===== config.mk =====
export PLATFORM = sky130hd
export DESIGN_NAME = fofb_plane_scheduler
export DESIGN_NICKNAME = d
export VERILOG_FILES = /design/src/rtl/fofb_plane_scheduler.sv
export SDC_FILE = /design/constraint.sdc
export NUM_CORES = 1
export LEC_CHECK = 0
export ABC_AREA = 1
export BUFFER_PORTS_ARGS = -buffer_cell sky130_fd_sc_hd__buf_2
export CAP_MARGIN = 10
export CORE_MARGIN = 2
export CORE_UTILIZATION = 55
export DETAILED_ROUTE_END_ITERATION = 10
export GPL_ROUTABILITY_DRIVEN = 0
export PLACE_DENSITY_LB_ADDON = 0.3
export SETUP_SLACK_MARGIN = 0.3
export SLEW_MARGIN = 10
export SYNTH_ARGS = -nofsm -noshare
export SYNTH_HDL_FRONTEND = slang
export SYNTH_SLANG_ARGS = --single-unit

===== constraint.sdc =====
create_clock -name clk -period 2.2 [get_ports clk]
set_input_delay 0.33 -clock clk [delete_from_list [all_inputs] [get_ports clk]]
set_output_delay 0.33 -clock clk [all_outputs]
set_load 0.01 [all_outputs]

===== src/rtl/fofb_plane_scheduler.sv =====
// fofb_plane_scheduler: sequences X then Y plane RAM reads into a stream whose
// qualifiers follow the RAM read latency, with trigger sync and overrun tracking.
module fofb_plane_scheduler #(
    parameter int AW   = 9,
    parameter int PIPE = 2
) (
    input  logic          clk,
    input  logic          reset,
    input  logic          start,
    input  logic [AW-1:0] len_x,
    input  logic [AW-1:0] len_y,
    input  logic          m_tready,
    input  logic          clr_err,
    output logic [AW-1:0] ram_addr,
    output logic          ram_en,
    output logic          ram_plane,
    output logic          m_tvalid,
    output logic          m_tlast,
    output logic          m_tuser,
    output logic          busy,
    output logic          done,
    output logic          overrun,
    output logic [15:0]   overrun_cnt
);
    typedef enum logic [2:0] {IDLE, RUN_X, GAP, RUN_Y, DRAIN} state_t;
    state_t state, state_n;
    logic [2:0] sync;
    logic [AW-1:0] lx, ly, cur_len;
    logic [PIPE-1:0] pv, pl, pu;
    logic trig, advance, is_last, drained;
    assign trig      = sync[1] & ~sync[2];
    assign advance   = ~(m_tvalid & ~m_tready);
    assign ram_en    = (state == RUN_X || state == RUN_Y) & advance;
    assign cur_len   = ram_plane ? ly : lx;
    assign is_last   = ram_addr == cur_len - AW'(1);
    // only the output stage may still hold a beat, and it leaves this cycle
    assign drained   = advance && (pv >> 1) == '0;
    assign m_tvalid  = pv[0];
    assign m_tlast   = pl[0];
    assign m_tuser   = pu[0];
    assign busy      = state != IDLE;
    always_comb begin
        state_n = state;
        case (state)
            IDLE:    if (trig) state_n = len_x != '0 ? RUN_X : len_y != '0 ? RUN_Y : DRAIN;
            RUN_X:   if (advance && is_last) state_n = ly != '0 ? GAP : DRAIN;
            GAP:     state_n = RUN_Y;
            RUN_Y:   if (advance && is_last) state_n = DRAIN;
            DRAIN:   if (drained) state_n = IDLE;
            default: state_n = IDLE;
        endcase
    end
    always_ff @(posedge clk) begin
        if (reset) begin
            state       <= IDLE;
            sync        <= '0;
            lx          <= '0;
            ly          <= '0;
            ram_addr    <= '0;
            ram_plane   <= 1'b0;
            pv          <= '0;
            pl          <= '0;
            pu          <= '0;
            done        <= 1'b0;
            overrun     <= 1'b0;
            overrun_cnt <= '0;
        end else begin
            sync  <= {sync[1:0], start};
            state <= state_n;
            done  <= state == DRAIN && drained;
            if (state == IDLE && trig) begin
                lx        <= len_x;
                ly        <= len_y;
                ram_plane <= len_x == '0;
                ram_addr  <= '0;
            end else if (state == GAP) begin
                ram_plane <= 1'b1;
                ram_addr  <= '0;
            end else if (state == DRAIN && drained) begin
                ram_plane <= 1'b0;
            end else if (ram_en) begin
                ram_addr <= is_last ? '0 : ram_addr + AW'(1);
            end
            // stage PIPE-1 takes the issued read, stage 0 faces the stream
            if (advance) begin
                for (int i = 0; i < PIPE - 1; i++) begin
                    pv[i] <= pv[i+1];
                    pl[i] <= pl[i+1];
                    pu[i] <= pu[i+1];
                end
                pv[PIPE-1] <= ram_en;
                pl[PIPE-1] <= ram_en & is_last;
                pu[PIPE-1] <= ram_en & ram_plane;
            end
            if (clr_err) begin
                overrun     <= 1'b0;
                overrun_cnt <= '0;
            end else if (trig && state != IDLE) begin
                overrun <= 1'b1;
                if (overrun_cnt != 16'hFFFF) overrun_cnt <= overrun_cnt + 16'd1;
            end
        end
    end
endmodule


==> impl_metrics.toml <==
[pwr]
seqPwrFrac = 0.309
p_leak_nw = 1.710
switching_share = 0.4004
p_per_area_mw_per_mm2 = 1038
p_sw_w = 0.001577
p_clk_frac = 0.248
ir_drop_uv = 572.3
internal_power_w = 0.002362
p_comb_frac = 0.443

[cells_and_area]
finish.utilization = 0.7019
syn_to_final_growth_pct = 24.77
final_cell_mix = "nand2_1 (73), inv_1 (69), dfxtp_1 (57), buf_2 (55), nor2_1 (43)"
fin_nets = 537
n_antenna_cell = 0
layout-drive-gt1-share = 0.2674
fill_cells = 448
final_common_cell = "nand2_1"
instances_no_fill = 588

[critical_path]
crit_top_cell = "nand2_4"
arrival_ns = 2.44
worst-setup-path-type = "reg -> reg"
cp_max_fo = 4
max_stage_delay_ns = 0.36
worstPathRequired_ns = 2.45
crit_chain = "buf_12 -> nand2_4 -> nand2_4 -> ha_4 -> xor2_1 -> nand2_1 -> nor2_1 -> nand3_1 -> nor2_1 -> nand2_1 -> nor2_4 -> nand3_2 -> nand2_4 -> nand3_2 -> nand2_2 -> nor2_2"
cpMaxStageDelayCell = "dfxtp_4"
worst_setup_path_start_kind = "flop"
end_kind = "flop"

[outcome]
status = "finished, final reports clean"

[timing]
skew_ns = 0.004647
rsz0062_at_grt = "yes"
whs_ns = 0.1851
hold_viol = 0
max_freq_mhz = 456.3
finalCriticalPeriod_ns = 2.192
setup-violations-final = 0
finalWorstSetupSlack_ns = 0.008492
maxSlewViolCount = 0
post-route-period-util = 0.9961
slew_headroom = 0.6777
worst_pin_slew_ns = 0.4834

[synth]
netlist_area_mm2 = 0.003040
yosysTopAreaCellShare = 0.3819
synth_seq_area_share = 0.3819
synth-seq-cells = 58
synth_edf_count = 0
yosys-top-cells-area = "dfxtp_1 (38%), nand2_1 (9.4%), inv_1 (8.5%)"
syn_inst = 440
yosys.area.top_type = "dfxtp_1"
yosys_most_used_dff = "dfxtp_1"
yosys_warnings = 0
synth-async-reset-ratio = 0
syn-mean-instance-area_um2 = 6.910
synth.distinct_cells = 34
syn_nets = 466

[routing]
dr.first_iter.drc_count = 205
vias_per_cell = 5.070
drc = 0
drtPass1Iterations = 4
wirelength_um = 7260
vias = 2981
wl_per_cell_um = 12.35
drtAntennaViolNets = 0

[placed_design]
port_buffers = 55
placed_cells = 564
place_ws_ns = 0.07444
hpwlAfterDp_um = 5190

[flow_run]
cap_violations = 0

[global_routing]
grt_max_degree = 26
grt_pass1_wl_um = 12240
grt-ovfl-total = 0
track_usage = 0.2553
grt_pass1_vias = 2802
grt_antenna_before_repair = 0

[clock_network]
cts_root_buf = "clkbuf_8"
insertion_delay_ns = 0.35
htreeDepth = 3
clock_path_buffers = 2
cts_tree = "yes"
numCtsBuffers = 9
cts_hold_buf = 0
clk_pin_slew_worst_paths_ns = 0.06
clock_sinks = 58

[floorplan]
core_mm2 = 0.005405
rows = 27
die_h_um = 78.35
design.die.area_mm2 = 0.006139
fp.dieW_um = 78.35
initial_core_util = 0.5625
ios = 56

[min_path]
hp-class = "in -> reg"
worst paths after layout:
kind	from	to	slack [ns]	depth (start not counted)
setup / recovery	ram_plane	state[1]	0.008	16
hold reg to reg	sync[0]	sync[1]	0.40	2
hold / removal	start	sync[0]	0.19	3
setup reg to reg	ram_plane	state[1]	0.008	16
layer usage:
| metal | GRT usage | vias to the layer above | wire length (µm) |
|---|---|---|---|
| met1 | 0.3065 | 1326 | 3112 |
| met4 | 0.1439 | 0 | 255 |
| li1 | - | 1552 | - |
| met5 | 0 | - | 0 |
| met2 | 0.4155 | 82 | 3478 |
| met3 | 0.06552 | 21 | 414 |
final cells by class:
class,instances,area (µm²),share of cell area
well taps,72,90.09,0.02375
clock buffers,15,196.4,0.05178
multi-input cells,297,1653,0.4357
clock inverters,1,5.005,0.001319
flip-flops and latches,58,1165,0.3071
inverters,76,287.8,0.07586
repair buffers,69,396.6,0.1046
kinds of logic (layout without fill, tap and decap cells):
logic type	Yosys count	after routing	share of synthesized area
XOR/XNOR	11	11	0.03169
AO/OA/AOI/OAI	80	80	0.1432
buffers and inverters	85	161	0.1136
adder cells (fa/ha/maj)	3	3	0.01235
flip-flops	58	58	0.3819
AND/OR/NAND/NOR	203	203	0.3173
critical path: cells and delay by family (launching register included):
kind                     cells  cell delay [ns]
AND/OR/NAND/NOR             13             1.21
flip-flops                   1             0.36
buffers and inverters        1             0.13
adder cells (fa/ha/maj)      1             0.25
XOR/XNOR                     1             0.13
state kept, by name, summed over array words and instances (netlist names):
| register | cells |
|---|---|
| ly | 9 |
| ram_plane | 1 |
| ram_addr | 9 |
| lx | 9 |
| overrun_cnt | 16 |
| pv | 2 |
| sync | 3 |
| pu | 2 |
| pl | 2 |
| state | 3 |
| done | 1 |
| overrun | 1 |
repair_timing:
action                     in CTS  in global routing
setup buffers                   6                  2
gates resized for setup         4                 20
setup endpoints to repair      14                 24
pin swaps                       9                 12
synthesized netlist by cell type, types with 2 or more instances:
cell type / number
nor3_1: 10
nand2_2: 13
nand3_1: 27
ha_1: 3
nor4_1: 6
nand2_1: 76
nand4_2: 2
o21ai_0: 29
clkbuf_1: 7
nor3b_1: 3
inv_2: 5
xor2_1: 10
o21a_1: 5
a21oi_1: 39
nor2_4: 3
nand3_2: 2
o211ai_1: 2
nor2_1: 49
nand4_1: 5
nand2_4: 2
inv_1: 69
o21ai_1: 2
dfxtp_1: 58
nor2_2: 3
power groups by stage:
stage | logic (W) | registers (W) | clock network (W)
6_report | 0.00174 | 0.00122 | 0.000976
3_5_place_dp | 0.00155 | 0.00125 | 0
3_3_place_gp | 0.00151 | 0.00125 | 0
4_1_cts | 0.00166 | 0.00122 | 0.000994
5_1_grt | 0.00198 | 0.00123 | 0.00103
2_1_floorplan | 0.00128 | 0.00123 | 0
per-stage QoR:
step	power [W]	area, µm²	setup TNS [ns]
final	0.003939	3794	0
after floorplan	0.002505	3073	0
after detailed placement	0.002798	3426	0
after global placement	0.002758	3426	0
after global routing	0.004248	3794	-0.5175
after CTS	0.003873	3706	0
Power figures use the tool's default switching activity.
